==> config.mk <==
export PLATFORM = sky130hd
export DESIGN_NAME = multi_issue_queue_flat
export DESIGN_NICKNAME = d
export VERILOG_FILES = /design/src/rtl/multi_issue_queue_pkg.sv /design/src/rtl/multi_issue_queue_if.sv /design/src/rtl/multi_issue_queue_lane_index.sv /design/src/rtl/multi_issue_queue.sv /design/src/flat_wrapper.sv
export SDC_FILE = /design/constraint.sdc
export NUM_CORES = 2
export LEC_CHECK = 0
export BUFFER_PORTS_ARGS = -buffer_cell sky130_fd_sc_hd__buf_2
export CORE_MARGIN = 2
export CORE_UTILIZATION = 50
export CTS_BUF_LIST = sky130_fd_sc_hd__clkbuf_16
export CTS_CLUSTER_SIZE = 20
export DETAILED_ROUTE_END_ITERATION = 8
export PLACE_DENSITY = 0.78
export REMOVE_ABC_BUFFERS = 1
export SYNTH_ARGS = -nofsm -noshare
export SYNTH_HDL_FRONTEND = slang
export SYNTH_SLANG_ARGS = --single-unit
==> constraint.sdc <==
create_clock -name clk -period 12.8 [get_ports clk]
set_input_delay 0.64 -clock clk [delete_from_list [all_inputs] [get_ports clk]]
set_output_delay 0.64 -clock clk [all_outputs]
set_load 0.01 [all_outputs]
==> src/rtl/multi_issue_queue_pkg.sv <==
// +----------------------------------------------------------------------------+
// | multi_issue_queue_pkg                                                      |
// | Shared defaults and width helpers for the multi-lane issue queue.          |
// | Rev 1.0 - initial parametrised release                                     |
// +----------------------------------------------------------------------------+
`default_nettype none

package multi_issue_queue_pkg;

  localparam int IQ_DEPTH_DEFAULT = 16;
  localparam int IQ_WIDTH_DEFAULT = 64;
  localparam int IQ_LANES_DEFAULT = 2;

  // IQ_ADDR width: pointer bits for a power-of-two depth
  function automatic int iq_addr_w(input int depth);
    return (depth > 1) ? $clog2(depth) : 1;
  endfunction

  // IQ_COUNT width: must hold 0..depth inclusive
  function automatic int iq_count_w(input int depth);
    return $clog2(depth + 1);
  endfunction

endpackage

`default_nettype wire

==> src/rtl/multi_issue_queue_if.sv <==
// +----------------------------------------------------------------------------+
// | multi_issue_queue_if                                                       |
// | Push/pop/occupancy bundle between dispatch, the queue and issue.           |
// | Rev 1.0 - initial parametrised release                                     |
// +----------------------------------------------------------------------------+
`default_nettype none

interface multi_issue_queue_if
  import multi_issue_queue_pkg::*;
#(
  parameter int WIDTH     = IQ_WIDTH_DEFAULT,
  parameter int DEPTH     = IQ_DEPTH_DEFAULT,
  parameter int IN_LANES  = IQ_LANES_DEFAULT,
  parameter int OUT_LANES = IQ_LANES_DEFAULT
) ();

  localparam int c_count_w = iq_count_w(DEPTH);
  localparam int c_in_n_w  = $clog2(IN_LANES + 1);
  localparam int c_out_n_w = $clog2(OUT_LANES + 1);

  logic                                flush;
  logic [IN_LANES-1:0][WIDTH-1:0]      in_data;
  logic [c_in_n_w-1:0]                 in_data_number;
  logic                                push_accept;
  logic [OUT_LANES-1:0][WIDTH-1:0]     out_data;
  logic [OUT_LANES-1:0]                out_valid;
  logic [c_out_n_w-1:0]                out_data_number;
  logic [c_count_w-1:0]                size;
  logic [c_count_w-1:0]                size_left;

  modport master (
    output flush, in_data, in_data_number, out_data_number,
    input  push_accept, out_data, out_valid, size, size_left
  );

  modport slave (
    input  flush, in_data, in_data_number, out_data_number,
    output push_accept, out_data, out_valid, size, size_left
  );

endinterface

`default_nettype wire

==> src/rtl/multi_issue_queue_lane_index.sv <==
// +----------------------------------------------------------------------------+
// | iq_lane_index                                                              |
// | Maps a base pointer plus lane number to a wrapped address and lane enable. |
// | Rev 1.0 - initial parametrised release                                     |
// +----------------------------------------------------------------------------+
`default_nettype none

module iq_lane_index
  import multi_issue_queue_pkg::*;
#(
  parameter int DEPTH = IQ_DEPTH_DEFAULT,
  parameter int LANES = IQ_LANES_DEFAULT,
  localparam int c_addr_w  = iq_addr_w(DEPTH),
  localparam int c_count_w = iq_count_w(DEPTH)
) (
  input  logic [c_addr_w-1:0]             i_base,
  input  logic [c_count_w-1:0]            i_count,
  output logic [LANES-1:0][c_addr_w-1:0]  o_addr,
  output logic [LANES-1:0]                o_en
);

  // Power-of-two depth lets the adder overflow do the modulo wrap
  for (genvar i = 0; i < LANES; i++) begin : g_lane
    assign o_addr[i] = i_base + c_addr_w'(i);
    assign o_en[i]   = (c_count_w'(i) < i_count);
  end

endmodule

`default_nettype wire

==> src/rtl/multi_issue_queue.sv <==
// +----------------------------------------------------------------------------+
// | multi_issue_queue                                                          |
// | Circular issue queue: up to IN_LANES pushes / OUT_LANES pops per cycle.    |
// | Optional IQ_STATS_EN adds reject_count and high_water outputs.             |
// | Rev 1.0 - initial parametrised release                                     |
// +----------------------------------------------------------------------------+
`default_nettype none

module multi_issue_queue
  import multi_issue_queue_pkg::*;
#(
  parameter int WIDTH     = IQ_WIDTH_DEFAULT,
  parameter int DEPTH     = IQ_DEPTH_DEFAULT,
  parameter int IN_LANES  = IQ_LANES_DEFAULT,
  parameter int OUT_LANES = IQ_LANES_DEFAULT
) (
  input  logic                          clk,
  input  logic                          rst,
  multi_issue_queue_if.slave            q
`ifdef IQ_STATS_EN
  ,
  output logic [31:0]                   reject_count,
  output logic [iq_count_w(DEPTH)-1:0]  high_water
`endif
);

  localparam int c_addr_w  = iq_addr_w(DEPTH);
  localparam int c_count_w = iq_count_w(DEPTH);

  typedef logic [c_addr_w-1:0]  iq_addr_t;
  typedef logic [c_count_w-1:0] iq_count_t;
  typedef logic [WIDTH-1:0]     issue_queue_element_t;

  localparam iq_count_t c_depth = iq_count_t'(DEPTH);

  issue_queue_element_t            r_mem [DEPTH];
  iq_addr_t                        r_head;
  iq_addr_t                        r_tail;
  iq_count_t                       r_size;
  iq_count_t                       r_size_left;

  iq_count_t                       w_push_req;
  iq_count_t                       w_pop_req;
  iq_count_t                       w_push_n;
  iq_count_t                       w_pop_n;
  iq_count_t                       w_size_next;
  logic                            w_push_accept;
  logic [IN_LANES-1:0][c_addr_w-1:0]  w_wr_addr;
  logic [IN_LANES-1:0]                w_wr_en;
  logic [OUT_LANES-1:0][c_addr_w-1:0] w_rd_addr;
  logic [OUT_LANES-1:0]               w_rd_en;

  assign w_push_req = iq_count_t'(q.in_data_number);
  assign w_pop_req  = iq_count_t'(q.out_data_number);

  // Judged against the registered headroom, ignoring any same-cycle pop
  assign w_push_accept = (w_push_req <= r_size_left) && !q.flush;
  assign w_push_n      = w_push_accept ? w_push_req : '0;
  assign w_pop_n       = (w_pop_req < r_size) ? w_pop_req : r_size;
  assign w_size_next   = r_size + w_push_n - w_pop_n;

  iq_lane_index #(.DEPTH(DEPTH), .LANES(IN_LANES)) u_wr_index (
    .i_base  (r_tail),
    .i_count (w_push_n),
    .o_addr  (w_wr_addr),
    .o_en    (w_wr_en)
  );

  iq_lane_index #(.DEPTH(DEPTH), .LANES(OUT_LANES)) u_rd_index (
    .i_base  (r_head),
    .i_count (r_size),
    .o_addr  (w_rd_addr),
    .o_en    (w_rd_en)
  );

  always_ff @(posedge clk) begin
    for (int i = 0; i < IN_LANES; i++) begin
      if (w_wr_en[i]) begin
        r_mem[w_wr_addr[i]] <= q.in_data[i];
      end
    end
  end

  always_ff @(posedge clk or negedge rst) begin
    if (!rst) begin
      r_head      <= '0;
      r_tail      <= '0;
      r_size      <= '0;
      r_size_left <= c_depth;
    end else if (q.flush) begin
      r_head      <= '0;
      r_tail      <= '0;
      r_size      <= '0;
      r_size_left <= c_depth;
    end else begin
      r_head      <= r_head + c_addr_w'(w_pop_n);
      r_tail      <= r_tail + c_addr_w'(w_push_n);
      r_size      <= w_size_next;
      r_size_left <= c_depth - w_size_next;
    end
  end

  for (genvar i = 0; i < OUT_LANES; i++) begin : g_rd_lane
    assign q.out_data[i]  = w_rd_en[i] ? r_mem[w_rd_addr[i]] : '0;
    assign q.out_valid[i] = w_rd_en[i];
  end

  assign q.push_accept = w_push_accept;
  assign q.size        = r_size;
  assign q.size_left   = r_size_left;

`ifdef IQ_STATS_EN
  logic [31:0] r_reject_count;
  iq_count_t   r_high_water;
  logic        w_reject;

  assign w_reject = (w_push_req != '0) && !w_push_accept;

  // Flush empties the queue but deliberately leaves the statistics intact
  always_ff @(posedge clk or negedge rst) begin
    if (!rst) begin
      r_reject_count <= '0;
      r_high_water   <= '0;
    end else begin
      if (w_reject && (r_reject_count != '1)) begin
        r_reject_count <= r_reject_count + 32'd1;
      end
      if (!q.flush && (w_size_next > r_high_water)) begin
        r_high_water <= w_size_next;
      end
    end
  end

  assign reject_count = r_reject_count;
  assign high_water   = r_high_water;
`endif

endmodule

`default_nettype wire

==> src/flat_wrapper.sv <==
// flat-port wrapper written by rule: the top's interface ports become plain ports
module multi_issue_queue_flat import multi_issue_queue_pkg::*;
#(
  parameter int WIDTH     = IQ_WIDTH_DEFAULT,
  parameter int DEPTH     = IQ_DEPTH_DEFAULT,
  parameter int IN_LANES  = IQ_LANES_DEFAULT,
  parameter int OUT_LANES = IQ_LANES_DEFAULT
)
  (clk, rst, q_flush, q_in_data, q_in_data_number, q_out_data_number, q_push_accept, q_out_data, q_out_valid, q_size, q_size_left);
  multi_issue_queue_if #(.WIDTH(WIDTH), .DEPTH(DEPTH), .IN_LANES(IN_LANES), .OUT_LANES(OUT_LANES)) q_i ();
  input  logic clk;
  input  logic rst;
  input wire logic [$bits(q_i.flush)-1:0] q_flush;
  input wire logic [$bits(q_i.in_data)-1:0] q_in_data;
  input wire logic [$bits(q_i.in_data_number)-1:0] q_in_data_number;
  input wire logic [$bits(q_i.out_data_number)-1:0] q_out_data_number;
  output wire logic [$bits(q_i.push_accept)-1:0] q_push_accept;
  output wire logic [$bits(q_i.out_data)-1:0] q_out_data;
  output wire logic [$bits(q_i.out_valid)-1:0] q_out_valid;
  output wire logic [$bits(q_i.size)-1:0] q_size;
  output wire logic [$bits(q_i.size_left)-1:0] q_size_left;
  assign q_i.flush = q_flush;
  assign q_i.in_data = q_in_data;
  assign q_i.in_data_number = q_in_data_number;
  assign q_i.out_data_number = q_out_data_number;
  assign q_push_accept = q_i.push_accept;
  assign q_out_data = q_i.out_data;
  assign q_out_valid = q_i.out_valid;
  assign q_size = q_i.size;
  assign q_size_left = q_i.size_left;
  multi_issue_queue #(.WIDTH(WIDTH), .DEPTH(DEPTH), .IN_LANES(IN_LANES), .OUT_LANES(OUT_LANES)) u_core (.clk(clk), .rst(rst), .q(q_i));
endmodule
==> results.txt <==
The count of unresolved DRC violations after routing came out at 0. In this run the mean area of a mapped cell was 17.1 sq um. TritonCTS built the clock tree. After synthesis, the netlist uses 42 different library cells.

The average via count per standard cell is 7.07. The number of synthesized register bits came out at 1,041. The first global-routing pass estimated 267,000 um of wire. The violation count after the first detailed-routing iteration is 5,339.

The layout overhead on the synthesized area came out at 9.89%. The count of nets after finishing came out at 3,750. After synthesis, the share of flip-flops with an asynchronous set or reset is 1.63%. At the placement stage, the worst setup path has a slack of 6.99 ns. The critical path data arrival time is 5.87 ns. The most common library cell in the layout ignoring fill and taps is sky130_fd_sc_hd__edfxtp_1. The count of pins over their slew limit is 0. In the layout the commonest cells are sky130_fd_sc_hd__edfxtp_1 (1,024), sky130_fd_sc_hd__mux2_1 (894), sky130_fd_sc_hd__mux4_2 (576). The worst vdd rail ir drop is 0.000230 V.

Setup repair after global routing left no endpoint under its margin. The final global-route overflow total is 0. The maximum buffer depth of the clock tree is 3. The largest net degree at the start of global routing is 144. The remaining number of nets flagged by the antenna check after routing came out at 0. Once detailed placement completed, the half-perimeter wirelength came to 99,400 um. The worst relative slew slack came out at 14.8%. The top flip-flop cell by instance count after synthesis is sky130_fd_sc_hd__edfxtp_1. The final count of hold timing violations came out at 0. Once placement finished, the instance area stood at 63,000 sq um. Along the worst path, the maximum fanout reaches 59. The count of synthesis-stage warnings from yosys is 0. The height of the chip came out at 352 um. The total CTS buffers came out at 111. The quantity of hold-fixing buffers added after cts is 1. The total wire length after detailed routing is 185,000 um. The number of instances in the placed design came out at 5,093. The clock sink total came out at 1,041. Dividing the final minimum period by the clock period gives 50.9%. Across every metal layer, demand over resource in global routing totals 29.5%. The x dimension of the die came out at 352 um.

The depth of the CTS H-tree came out at 3. The post-cts repair resize count came out at 0. The final instance count without filler cells is 5,312. The power density relative to cell area came out at 202 nW/um^2. The first detailed-routing pass ran for 5 iterations. The minimum clock period is 6.51 ns. The layout cell share with drive strength beyond 1 came out at 34.3%.

The worst setup path is of the flop to primary output kind. For the worst-skew pair, the clock arrives at the later sink with an insertion delay of 0.72 ns. Synthesis produced 3,543 cells.

The worst hold path belongs to the class primary input to flop. The number of maximum-capacitance constraint violations came out at 0. The post-CTS setup-driven buffer insertion count is 0. The starting density of the core came out at 50.5%. The worst path required time came out at 12.16 ns.

The run finished with clean final reports. The final number of setup-violating endpoints is 0. The number of antenna violations at the first check in global routing is 37. Static timing analysis puts the maximum clock frequency at 154 MHz.

The count of standard-cell rows came out at 127. The measured slew at the worst slew-check pin came out at 1.27 ns. The count of flip-flops with a built-in enable after synthesis is 1,024. The summed instance area of the synthesized netlist came out at 60,600 sq um. The wire length per cell is 34.8 um. Summed over all cells, the static leakage comes to 0.0219 uW. The via count of the first global-routing pass came out at 37,900. Of the synthesized area, sequential elements account for 51.4%. The via count is 37,500.

The tree is rooted in a sky130_fd_sc_hd__clkbuf_16. The I/O pin total came out at 276. STA classifies the critical path startpoint as a flop. In this run the standard cell core region covers 120,000 sq um.

The count of buffers inserted at the top-level ports came out at 275. The total die area is 124,000 sq um. The clock tree skew after final layout is 0.0201 ns. After routing the design area is 66,600 sq um. The setup slack after layout is 6.29 ns. After clock tree synthesis, the clock-pin slew on the worst setup and hold paths is 0.06 ns. The congestion estimate from routability-driven global placement came to 0.810. The worst setup path is captured at a primary output.
==> final timing paths <==
path / startpoint / endpoint / slack (ns) / cells after the start
min: q_flush / u_core.q.size[1] / 0.33 / 2
max reg2reg: u_core.q.size[0] / u_core.r_mem[14][37] / 7.85 / 8
min in group asynchronous: rst / u_core.q.size_left[1] / 0.40 / 2
min reg2reg: u_core.r_tail[3] / u_core.r_tail[3] / 0.62 / 2
max: u_core.r_head[1] / q_out_data[89] / 6.29 / 8
max in group asynchronous: rst / u_core.r_head[2] / 12.05 / 2
==> critical path: stages (launching register included) <==
cell and delay, ns:
sky130_fd_sc_hd__dfrtp_4 1.16, sky130_fd_sc_hd__ha_4 0.82, sky130_fd_sc_hd__buf_4 0.92, sky130_fd_sc_hd__buf_4 0.78
sky130_fd_sc_hd__mux4_2 0.59, sky130_fd_sc_hd__nand2_1 0.09, sky130_fd_sc_hd__a21oi_1 0.08, sky130_fd_sc_hd__a221o_1 0.44
sky130_fd_sc_hd__buf_2 0.19
==> cells by family after synthesis <==
| kind of cell | after synthesis | synth area share (%) |
|---|---|---|
| other | 1 | 0.00619 |
| muxes | 1604 | 40.5 |
| and+or+nand+nor | 274 | 2.09 |
| AOI/OAI and AO/OA | 160 | 1.89 |
| buffers and inverters | 430 | 3.44 |
| adders and majority gates | 20 | 0.462 |
| xor gates and xnor gates | 13 | 0.188 |
| DFF | 1041 | 51.4 |
==> registers in the layout (all words and copies together) (netlist names) <==
name,cells
u_core.r_head,4
u_core.q.size,5
u_core.q.size_left,4
u_core.r_mem,1024
u_core.r_tail,4
==> per-layer routing <==
layer	up-vias	global-route usage, %	wire length, um
met5	-	0	245
met4	36	10.2	6880
met3	464	7.77	22400
met2	2636	45.7	85600
met1	19700	40.6	69600
li1	14700	-	-
==> Yosys cell counts (18+ instances only) <==
cell type / count / share of area, %
sky130_fd_sc_hd__edfxtp_1: 1024 / 51
sky130_fd_sc_hd__mux2_1: 894 / 17
sky130_fd_sc_hd__mux4_2: 576 / 21
sky130_fd_sc_hd__clkbuf_1: 149 / 0.92
sky130_fd_sc_hd__nand2_1: 148 / 0.92
sky130_fd_sc_hd__mux2_2: 132 / 2.5
sky130_fd_sc_hd__buf_4: 90 / 1.1
sky130_fd_sc_hd__buf_2: 89 / 0.73
sky130_fd_sc_hd__buf_1: 80 / 0.50
sky130_fd_sc_hd__nor2b_1: 73 / 0.75
sky130_fd_sc_hd__a21oi_1: 69 / 0.57
sky130_fd_sc_hd__a221o_1: 62 / 1.0
sky130_fd_sc_hd__nor2_1: 26 / 0.16
sky130_fd_sc_hd__inv_1: 18 / 0.11
==> where the power goes <==
| group | total [uW] | internal, uW | switching [uW] | leakage [uW] |
|---|---|---|---|---|
| clock | 3230 | 1860 | 1380 | 0.00186 |
| combinational | 6140 | 2910 | 3230 | 0.0105 |
| sequential | 4080 | 3910 | 176 | 0.00947 |
| total | 13500 | 8680 | 4780 | 0.0219 |
==> cell type report <==
cell class,count,area [sq um]
antenna,14,35.0
clock buffer,113,2830
fill,9237,53500
clock inverter,91,777
multi-input combinational,2072,27700
tap,1612,2020
timing repair buffer,350,1970
inverter,19,71.3
sequential,1041,31200
==> stage by stage <==
step,setup TNS [ns],hold slack (ns),total power (uW),utilization (%)
floorplan,-1150.97,0.344,10100,-
global placement,0,0.590,10200,52.4
detailed placement,0,0.601,10300,52.4
CTS,0,0.306,13500,55.4
global route,0,0.359,14000,55.4
finish,0,0.330,13500,55.4
No activity file was read; power rests on OpenSTA's default activity.
